===== config.mk =====
export PLATFORM = sky130hd
export DESIGN_NAME = recip_divider_seq
export DESIGN_NICKNAME = d
export VERILOG_FILES = /design/src/rtl/recip_divider_seq.sv
export SDC_FILE = /design/constraint.sdc
export NUM_CORES = 2
export LEC_CHECK = 0
export BUFFER_PORTS_ARGS = -buffer_cell sky130_fd_sc_hd__buf_2
export CAP_MARGIN = 15
export CORE_ASPECT_RATIO = 0.6
export CORE_MARGIN = 5
export CORE_UTILIZATION = 40
export CTS_BUF_LIST = sky130_fd_sc_hd__clkbuf_2
export DETAILED_ROUTE_END_ITERATION = 8
export HOLD_SLACK_MARGIN = 0.02
export PLACE_DENSITY = 0.63
export SETUP_SLACK_MARGIN = 0.02
export SYNTH_ARGS = -nofsm -noshare
export SYNTH_HDL_FRONTEND = slang
export SYNTH_SLANG_ARGS = --single-unit

===== constraint.sdc =====
create_clock -name clk -period 20.4 [get_ports clk]
set_input_delay 1.02 -clock clk [delete_from_list [all_inputs] [get_ports clk]]
set_output_delay 1.02 -clock clk [all_outputs]
set_load 0.01 [all_outputs]

===== src/rtl/recip_divider_seq.sv =====
// Exact unsigned a/b (quotient, remainder, div-by-zero, tag) from a ROM-seeded reciprocal; RECIP_DIVIDER_NR_EN adds one Newton-Raphson step.
// Latency 7+k (NR) or 5+k cycles, zero divisor 1 cycle; one op in flight, result held in DONE until out_ready.
module recip_divider_seq #(
    parameter int WIDTH      = 16,
    parameter int TABLE_BITS = 9,
    parameter int TAG_W      = 4
) (
    input  logic             clk,
    input  logic             reset,
    input  logic             in_valid,
    output logic             in_ready,
    input  logic [WIDTH-1:0] in_a,
    input  logic [WIDTH-1:0] in_b,
    input  logic [TAG_W-1:0] in_tag,
    output logic             out_valid,
    input  logic             out_ready,
    output logic [WIDTH-1:0] out_q,
    output logic [WIDTH-1:0] out_r,
    output logic             out_dbz,
    output logic [TAG_W-1:0] out_tag
);
    localparam int T  = TABLE_BITS;
    localparam int YW = T + 2;
    localparam int MW = WIDTH + T + 2;
    localparam int PW = 2 * MW;
`ifdef RECIP_DIVIDER_NR_EN
    localparam int YF = WIDTH + T + 1;
`else
    localparam int YF = T + 1;
`endif
    localparam int SW = $clog2(YF + WIDTH + 1);
    localparam int LW = $clog2(WIDTH);
    localparam int RW = WIDTH + 2;

    // Entry i = round(2^(2T+1) / (2^T + i)): reciprocal of 1.idx with T+1 fraction bits.
    function automatic logic [(2**T)*YW-1:0] build_rom();
        logic [(2**T)*YW-1:0] rom;
        longint num, den;
        rom = '0;
        for (int i = 0; i < 2**T; i++) begin
            num = longint'(1) << (2 * T + 2);
            den = (longint'(1) << T) + longint'(i);
            rom[i*YW +: YW] = YW'((num / den + 1) >> 1);
        end
        return rom;
    endfunction

    localparam logic [(2**T)*YW-1:0] ROM = build_rom();

    function automatic logic [LW-1:0] lzc(input logic [WIDTH-1:0] v);
        logic [LW-1:0] n;
        n = '0;
        for (int i = 0; i < WIDTH; i++)
            if (v[i]) n = LW'(WIDTH - 1 - i);
        return n;
    endfunction

    typedef enum logic [3:0] {
        IDLE, NORM, LOOKUP,
`ifdef RECIP_DIVIDER_NR_EN
        REF1, REF2,
`endif
        EST, CHECK, CORR, DONE
    } state_t;

    state_t state, state_nx;

    logic [WIDTH-1:0] a_r, b_r, bn_r, q_r, r_r;
    logic [TAG_W-1:0] tag_r;
    logic [LW-1:0]    s_r;
    logic [YW-1:0]    y0_r;
    logic             dbz_r;
    logic [PW-1:0]    prod;
    logic [MW-1:0]    mul_a, mul_b;
    logic [T-1:0]     idx;
    logic [SW-1:0]    sh;
    logic [PW-1:0]    q_full;
    logic [WIDTH-1:0] q_est;
    logic [RW-1:0]    rem;
    logic             rem_neg, rem_ge;

    assign idx     = T'({bn_r, {T{1'b0}}} >> (WIDTH - 1));
    assign sh      = SW'(YF + WIDTH - 1) - SW'(s_r);
    assign q_full  = prod >> sh;
    assign q_est   = (|q_full[PW-1:WIDTH]) ? '1 : q_full[WIDTH-1:0];
    // True remainder always fits WIDTH+2 signed bits, so the low product bits suffice.
    assign rem     = {2'b00, a_r} - prod[RW-1:0];
    assign rem_neg = rem[RW-1];
    assign rem_ge  = !rem_neg && (rem >= {2'b00, b_r});

`ifdef RECIP_DIVIDER_NR_EN
    logic [MW-1:0] two_minus_e;
    assign two_minus_e = (MW'(1) << (WIDTH + T + 1)) - prod[MW-1:0];
`endif

    always_comb begin
        mul_a = '0;
        mul_b = '0;
        case (state)
`ifdef RECIP_DIVIDER_NR_EN
            REF1:  begin mul_a = MW'(bn_r); mul_b = MW'(y0_r);   end
            REF2:  begin mul_a = MW'(y0_r); mul_b = two_minus_e; end
            EST:   begin mul_a = MW'(a_r);  mul_b = prod[T +: MW]; end
`else
            EST:   begin mul_a = MW'(a_r);  mul_b = MW'(y0_r);   end
`endif
            CHECK: begin mul_a = MW'(q_est); mul_b = MW'(b_r);   end
            default: ;
        endcase
    end

    always_ff @(posedge clk or posedge reset) begin
        if (reset) state <= IDLE;
        else       state <= state_nx;
    end

    always_comb begin
        state_nx = state;
        case (state)
            IDLE:   if (in_valid) state_nx = NORM;
            // Zero divisor leaves from NORM so its result shows one cycle after accept.
            NORM:   state_nx = (b_r == '0) ? DONE : LOOKUP;
`ifdef RECIP_DIVIDER_NR_EN
            LOOKUP: state_nx = REF1;
            REF1:   state_nx = REF2;
            REF2:   state_nx = EST;
`else
            LOOKUP: state_nx = EST;
`endif
            EST:    state_nx = CHECK;
            CHECK:  state_nx = CORR;
            CORR:   if (!rem_neg && !rem_ge) state_nx = DONE;
            DONE:   if (out_ready) state_nx = IDLE;
            default: state_nx = IDLE;
        endcase
    end

    always_ff @(posedge clk or posedge reset) begin
        if (reset) begin
            a_r   <= '0;
            b_r   <= '0;
            bn_r  <= '0;
            s_r   <= '0;
            y0_r  <= '0;
            prod  <= '0;
            q_r   <= '0;
            r_r   <= '0;
            dbz_r <= 1'b0;
            tag_r <= '0;
        end else begin
            case (state)
                IDLE: if (in_valid) begin
                    a_r   <= in_a;
                    b_r   <= in_b;
                    tag_r <= in_tag;
                    dbz_r <= 1'b0;
                end
                NORM: begin
                    s_r  <= lzc(b_r);
                    bn_r <= b_r << lzc(b_r);
                    if (b_r == '0) begin
                        q_r   <= '1;
                        r_r   <= a_r;
                        dbz_r <= 1'b1;
                    end
                end
                LOOKUP: y0_r <= ROM[idx*YW +: YW];
`ifdef RECIP_DIVIDER_NR_EN
                REF1, REF2,
`endif
                EST: prod <= PW'(mul_a) * PW'(mul_b);
                CHECK: begin
                    prod <= PW'(mul_a) * PW'(mul_b);
                    q_r  <= q_est;
                end
                // prod tracks q*b so the remainder stays a - prod while stepping.
                CORR: begin
                    if (rem_neg) begin
                        q_r  <= q_r - WIDTH'(1);
                        prod <= prod - PW'(b_r);
                    end else if (rem_ge) begin
                        q_r  <= q_r + WIDTH'(1);
                        prod <= prod + PW'(b_r);
                    end else begin
                        r_r  <= rem[WIDTH-1:0];
                    end
                end
                default: ;
            endcase
        end
    end

    assign in_ready  = (state == IDLE);
    assign out_valid = (state == DONE);
    assign out_q     = q_r;
    assign out_r     = r_r;
    assign out_dbz   = dbz_r;
    assign out_tag   = tag_r;
endmodule


Word level (Yosys, flattened, before mapping)
Cells that the tools add are included.

Flip-flop bits (word level): 157. Input port bits: 40. Word-level logic and storage cells: 93. Output and inout port bits: 39.

Multipliers: 2. Reductions and logical operators: 18. Equality and inequality tests: 13. $add $sub $neg: 6. Multiplexer cells: 39. Magnitude comparators: 1. Shift-type cells: 3.

Operators with widths (count): $shiftx A5632 B14 Y11 const A (1); $mux W16 (7); $mux W54 (2); $pmux W54 S2 (1); $pmux W16 S2 (3); $mux W4 (20); $add A54 B16 Y54 (1); $mul A27 B27 Y54 (1); $shr A54 B5 Y54 (1); $sub A54 B16 Y54 (1); $pmux W16 S3 (1); $reduce_or A38 Y1 (1); $pmux W4 S7 (1); $ge A18 B16 Y1 (1); $sub A16 B18 Y18 (1); $add A16 B1 Y16 const B (1); $logic_not A16 Y1 (1); $shl A16 B4 Y15 (1); $sub A16 B1 Y16 const B (1); $mul A9 B4 Y13 const B (1); $eq A4 B3 Y1 const B (3); $ne A2 B2 Y1 const B (5); $reduce_and A3 Y1 (3); $eq A4 B2 Y1 const B (2); 15 further kinds (21).

Longest topological paths before layout
Depth after elaboration: 18. Mapped depth: 41.

Worst setup path after synthesis
No wires, ideal clock.

Path kind: reg-to-reg. Start point: register s_r[1]. End point: register prod[32]. Arrival time: 9.465 ns. Cell stages (with the launch flop): 39. Slack: 10.841 ns. Cells stage by stage: dfrtp_1 -> buf_6 -> buf_4 -> buf_2 -> inv_1 -> ha_1 -> xor2_1 -> buf_2 -> mux2i_1 -> nand4_1 -> nor4_2 -> a31oi_1 -> nor4b_4 -> buf_6 -> a21oi_1 -> a21oi_2 -> buf_4 -> nor2_1 -> (+3 left out) -> fa_1 -> fa_1 -> inv_1 -> fa_1 -> inv_1 -> fa_1 -> inv_1 -> ha_1 -> and3_1 -> nand3_1 -> o32ai_1 -> a21oi_1 -> a2111oi_0 -> a31o_2 -> nand4_1 -> nor3b_1 -> nor4_1 -> a211oi_1.

Word-level cells in the longest chain between the ends: 7.

Ends and longest elaborated chain: from (decl) (line 70) `logic [LW-1:0] s_r;`; from (signal assigned) (line 159) `s_r <= lzc(b_r);`; $sub A5 B4 Y5 (*) (line 83) `assign sh = SW'(YF + WIDTH - 1) - SW'(s_r);`; $shr A54 B5 Y54 (*) (line 84) `assign q_full = prod >> sh;`; $reduce_or A38 Y1 (line 85) `assign q_est = (|q_full[PW-1:WIDTH]) ? '1 : q_full[WIDTH-1:0];`; $mux W16 (*) (line 85); $pmux W16 S2 (*) (line 99) `case (state)`; $mul A27 B27 Y54 (*) (line 171, 173); $pmux W54 S2 (*) (line 151) `case (state)`; to (signal assigned) (line 171) `EST: prod <= PW'(mul_a) * PW'(mul_b);`; to (signal assigned) (line 173) `prod <= PW'(mul_a) * PW'(mul_b);`; to (signal assigned) (line 180) `prod <= prod - PW'(b_r);`; to (decl) (line 73) `logic [PW-1:0] prod;`.

Every way passes the cells marked *; elsewhere a longest branch is shown, timed or not. A chain may end at the register's enable or synchronous reset.

Final worst setup path
Ends and elaborated chain as after synthesis.

==> impl_metrics.csv <==
group,metric,value,unit
global_routing,grt_max_degree,82,
floorplan,die_y,208,um
floorplan,fp.dieW,340,um
detailed_routing,ant_nets,0,
min_path,worst_hold_startpoint,"in_a[6]",
sta,finalHoldViolCount,0,
layout,multi_input_area,20400,um2
worst_setup_path,arrival,13.28,ns
detailed_routing,dr.pass1.iters,6,
place,gp_congestion,1.00,
run_status,violations,"max-slew violations",
place,portBuffers,78,
layout,syn_to_final_growth,5.35,%
place,hpwlAfterDp,75600,um
clock_network,cts_made_buffers,17,
floorplan,num_io_pins,79,
synthesis,synthCells,3340,
detailed_routing,wl_met1,46100,um
synthesis,postSynthRegisterBits,150,
worst_setup_path,crit_top_cell,"fa_1",
global_routing,grt_antenna_before_repair,5,
sta,setup_tns,0,ns
min_path,hold_class,"input pin to register",
clock_network,post_cts_resize_count,0,
worst_setup_path,max_stage_delay,0.94,ns
clock_network,clock_latency,0.99,ns
run_status,status,"finished with violations",
sta,worstMarginPinSlew,1.50,ns
sta,finalClockSkew,0.0943,ns
worst_setup_path,worstSetupStartpointType,"register",
clock_network,cts.sinks,150,
sta,fin_crit,12.38,ns
layout,layout-drive-gt1-share,0.0881,
worst_setup_path,reg2reg_from,"s_r[1]$_DFFE_PP0P_",
job,cap_violations,0,
worst_setup_path,reg2reg_slack,8.02,ns
global_routing,grt_pass1_vias,23200,
layout,seq_area,3760,um2
detailed_routing,met3_length,15500,um
detailed_routing,top_layer_used,"met5",
sta,slew-limit-headroom,-0.00156,
worst_setup_path,path_class,"register to register",
sta,period_share,0.607,
clock_network,cts_root_buffer,"clkbuf_2",
global_routing,grt_overflow,0,
synthesis,synth_nets,3809,
layout,final_util,0.427,
sta,rsz0062_at_grt,"no",
layout,fillCellCount,6662,
global_routing,grt_pass1_wl,148000,um
sta,fmax,80.8,MHz
floorplan,die_area,70900,um2
worst_setup_path,worstPathMaxFanout,28,
synthesis,syn_area,26200,um2
synthesis,synth.avg_cell_area,7.84,um2
detailed_routing,routed-wl-met2,34500,um
worst_setup_path,slowest_stage,"a2111oi_0",
place,place_area,27300,um2
detailed_routing,wl_per_cell,23.3,um
global_routing,grt.total_usage,0.267,
sta,drv_slew,7,
clock_network,cts.clk_slew.worst_paths,0.37,ns
worst_setup_path,critPathRequiredTime,21.30,ns
floorplan,coreArea,64700,um2
layout,stdcell_area,27600,um2
floorplan,start_util,0.405,
floorplan,rows,72,
clock_network,postCtsHoldBufs,1,
worst_setup_path,worstSetupEndpointType,"register",
sta,setup_viol,0,
min_path,holdPathStages,2,
synthesis,yosysSeqAreaShare,0.143,
detailed_routing,remaining_drc_errors,0,
clock_network,cts_tree,"yes",
clock_network,postCtsSetupRepairBufs,0,
worst_setup_path,r2r-end,"prod[32]$_DFFE_PP0P_",
detailed_routing,drt-total-wl,96900,um
detailed_routing,vias,25300,
layout,nets,3770,
clock_network,clockBufferDepth,2,
sta,fin_hold_ws,0.246,ns
detailed_routing,drt_iter0_markers,3574,
synthesis,yosys_warnings,0,
synthesis,synthArstFlopShare,1.00,
clock_network,htree_levels,4,
min_path,hold_path_end,"a_r[6]$_DFFE_PP0P_",
detailed_routing,viasPerCell,6.07,
synthesis,synth_edf_count,0,
synthesis,synth_top_flop_cell,"dfrtp_1",
synthesis,yosysUniqueCellTypes,91,
worst_setup_path,rr_worst_depth,34,
## synthesized netlist by cell type (18+ instances only)
| cell | instances | area, um2 |
|---|---|---|
| a211oi_1 | 45 | 338 |
| buf_2 | 18 | 90.1 |
| fa_1 | 198 | 3960 |
| and2_1 | 27 | 169 |
| dfrtp_1 | 150 | 3750 |
| o22ai_1 | 24 | 150 |
| xnor2_1 | 65 | 569 |
| a31oi_1 | 58 | 363 |
| nor2_1 | 304 | 1140 |
| o31ai_1 | 26 | 195 |
| o21a_1 | 23 | 173 |
| mux4_2 | 21 | 473 |
| o21ai_0 | 255 | 1280 |
| xor2_1 | 43 | 377 |
| mux2i_1 | 68 | 681 |
| ha_1 | 231 | 2890 |
| nand3_1 | 38 | 190 |
| nand2_1 | 436 | 1640 |
| inv_1 | 316 | 1190 |
| buf_1 | 25 | 93.8 |
| a21oi_1 | 253 | 1270 |
| nor2b_1 | 30 | 188 |
| nor3_1 | 49 | 245 |
| clkbuf_1 | 139 | 522 |
| a22oi_1 | 24 | 180 |
| nand2b_1 | 47 | 294 |
| a21o_1 | 63 | 473 |
| o211ai_1 | 46 | 345 |
| mux2_2 | 41 | 462 |
## sequential cells by signal, summed over array words and instances (netlist names)
register	cells
out_tag	4
out_q	16
y0_r	11
a_r	16
b_r	16
s_r	4
state	3
bn_r	9
out_dbz	1
prod	54
out_r	16
## worst max path at each step
stage                                   from              endpoint  slack (ns)  cells after the start
final                     s_r[1]$_DFFE_PP0P_  prod[32]$_DFFE_PP0P_        8.02                     34
after global routing      s_r[1]$_DFFE_PP0P_  prod[26]$_DFFE_PP0P_        7.45                     34
after CTS                 s_r[1]$_DFFE_PP0P_  prod[32]$_DFFE_PP0P_        8.28                     34
after detailed placement  s_r[1]$_DFFE_PP0P_  prod[32]$_DFFE_PP0P_        8.39                     34
after global placement    s_r[1]$_DFFE_PP0P_  prod[32]$_DFFE_PP0P_        8.73                     34
after floorplan           s_r[1]$_DFFE_PP0P_  prod[32]$_DFFE_PP0P_       10.84                     38
## layout make-up
class	instances	share of cell area
Sequential cell	150	0.136
Multi-Input combinational cell	2658	0.738
Inverter	327	0.0447
Tap cell	851	0.0386
Antenna cell	1	0.0000907
Clock inverter	15	0.00617
Clock buffer	17	0.00308
Timing Repair Buffer	147	0.0330
## cells in the final DEF, fill, tap and decap left out, types with 10 or more instances in the layout
| cell | synthesis | routed |
|---|---|---|
| mux4_2 | 21 | 21 |
| o22ai_1 | 24 | 23 |
| o21ai_0 | 255 | 250 |
| nand2_1 | 436 | 435 |
| o21bai_1 | 15 | 15 |
| o31ai_1 | 26 | 24 |
| mux2_2 | 41 | 41 |
| o211ai_1 | 46 | 46 |
| dfrtp_1 | 150 | 144 |
| nor2b_1 | 30 | 30 |
| a21oi_1 | 253 | 252 |
| nor2_1 | 304 | 301 |
| fa_1 | 198 | 198 |
| and3_1 | 10 | 10 |
| nor3_1 | 49 | 49 |
| or2_2 | 13 | 13 |
| mux4_1 | 15 | 15 |
| nand4_1 | 14 | 14 |
| nand2b_1 | 47 | 47 |
| clkbuf_2 | 0 | 17 |
| clkinv_1 | 10 | 11 |
| a311oi_1 | 12 | 12 |
| and2_1 | 27 | 26 |
| o21a_1 | 23 | 23 |
| buf_2 | 18 | 78 |
| ha_1 | 231 | 231 |
| a211oi_1 | 45 | 45 |
| buf_4 | 6 | 68 |
| a31oi_1 | 58 | 58 |
| a22oi_1 | 24 | 24 |
| xor2_1 | 43 | 41 |
| inv_1 | 316 | 315 |
| a21o_1 | 63 | 63 |
| mux2i_1 | 68 | 68 |
| nand3_1 | 38 | 38 |
| xnor2_1 | 65 | 65 |
| or3_1 | 12 | 12 |
## layer usage
metal	vias up	GRT usage
met2	1538	0.324
met5	-	0
met3	94	0.127
li1	11600	-
met1	12100	0.427
met4	2	0.0285
## kinds of logic after synthesis
logic type | count (synthesis) | synth area share
buffers and inverters | 532 | 0.0822
AOI/OAI and AO/OA | 957 | 0.229
DFF | 150 | 0.143
adders and majority gates | 430 | 0.262
muxes | 145 | 0.0767
and+or+nand+nor | 1018 | 0.171
xor gates and xnor gates | 108 | 0.0361
## critical path: cells and delay by family, from the launching register on
kind | cells | cell delay [ns]
multiplexers | 2 | 0.55
AO/OA/AOI/OAI | 8 | 3.57
flip-flops | 1 | 0.72
buffers and inverters | 6 | 0.70
XOR/XNOR | 1 | 0.66
adder cells (fa/ha/maj) | 8 | 3.95
AND/OR/NAND/NOR | 9 | 2.08
## through the flow
step | setup slack, ns | cells
after floorplan | 10.84 | 3340
after global placement | 8.73 | 4129
after detailed placement | 8.39 | 4129
after CTS | 8.28 | 4162
after global routing | 7.45 | 4166
final | 8.02 | 4166
Power is left out: the tool's default activity adds up to more than one toggle a clock period on the data nets, which glitch-free logic cannot reach.
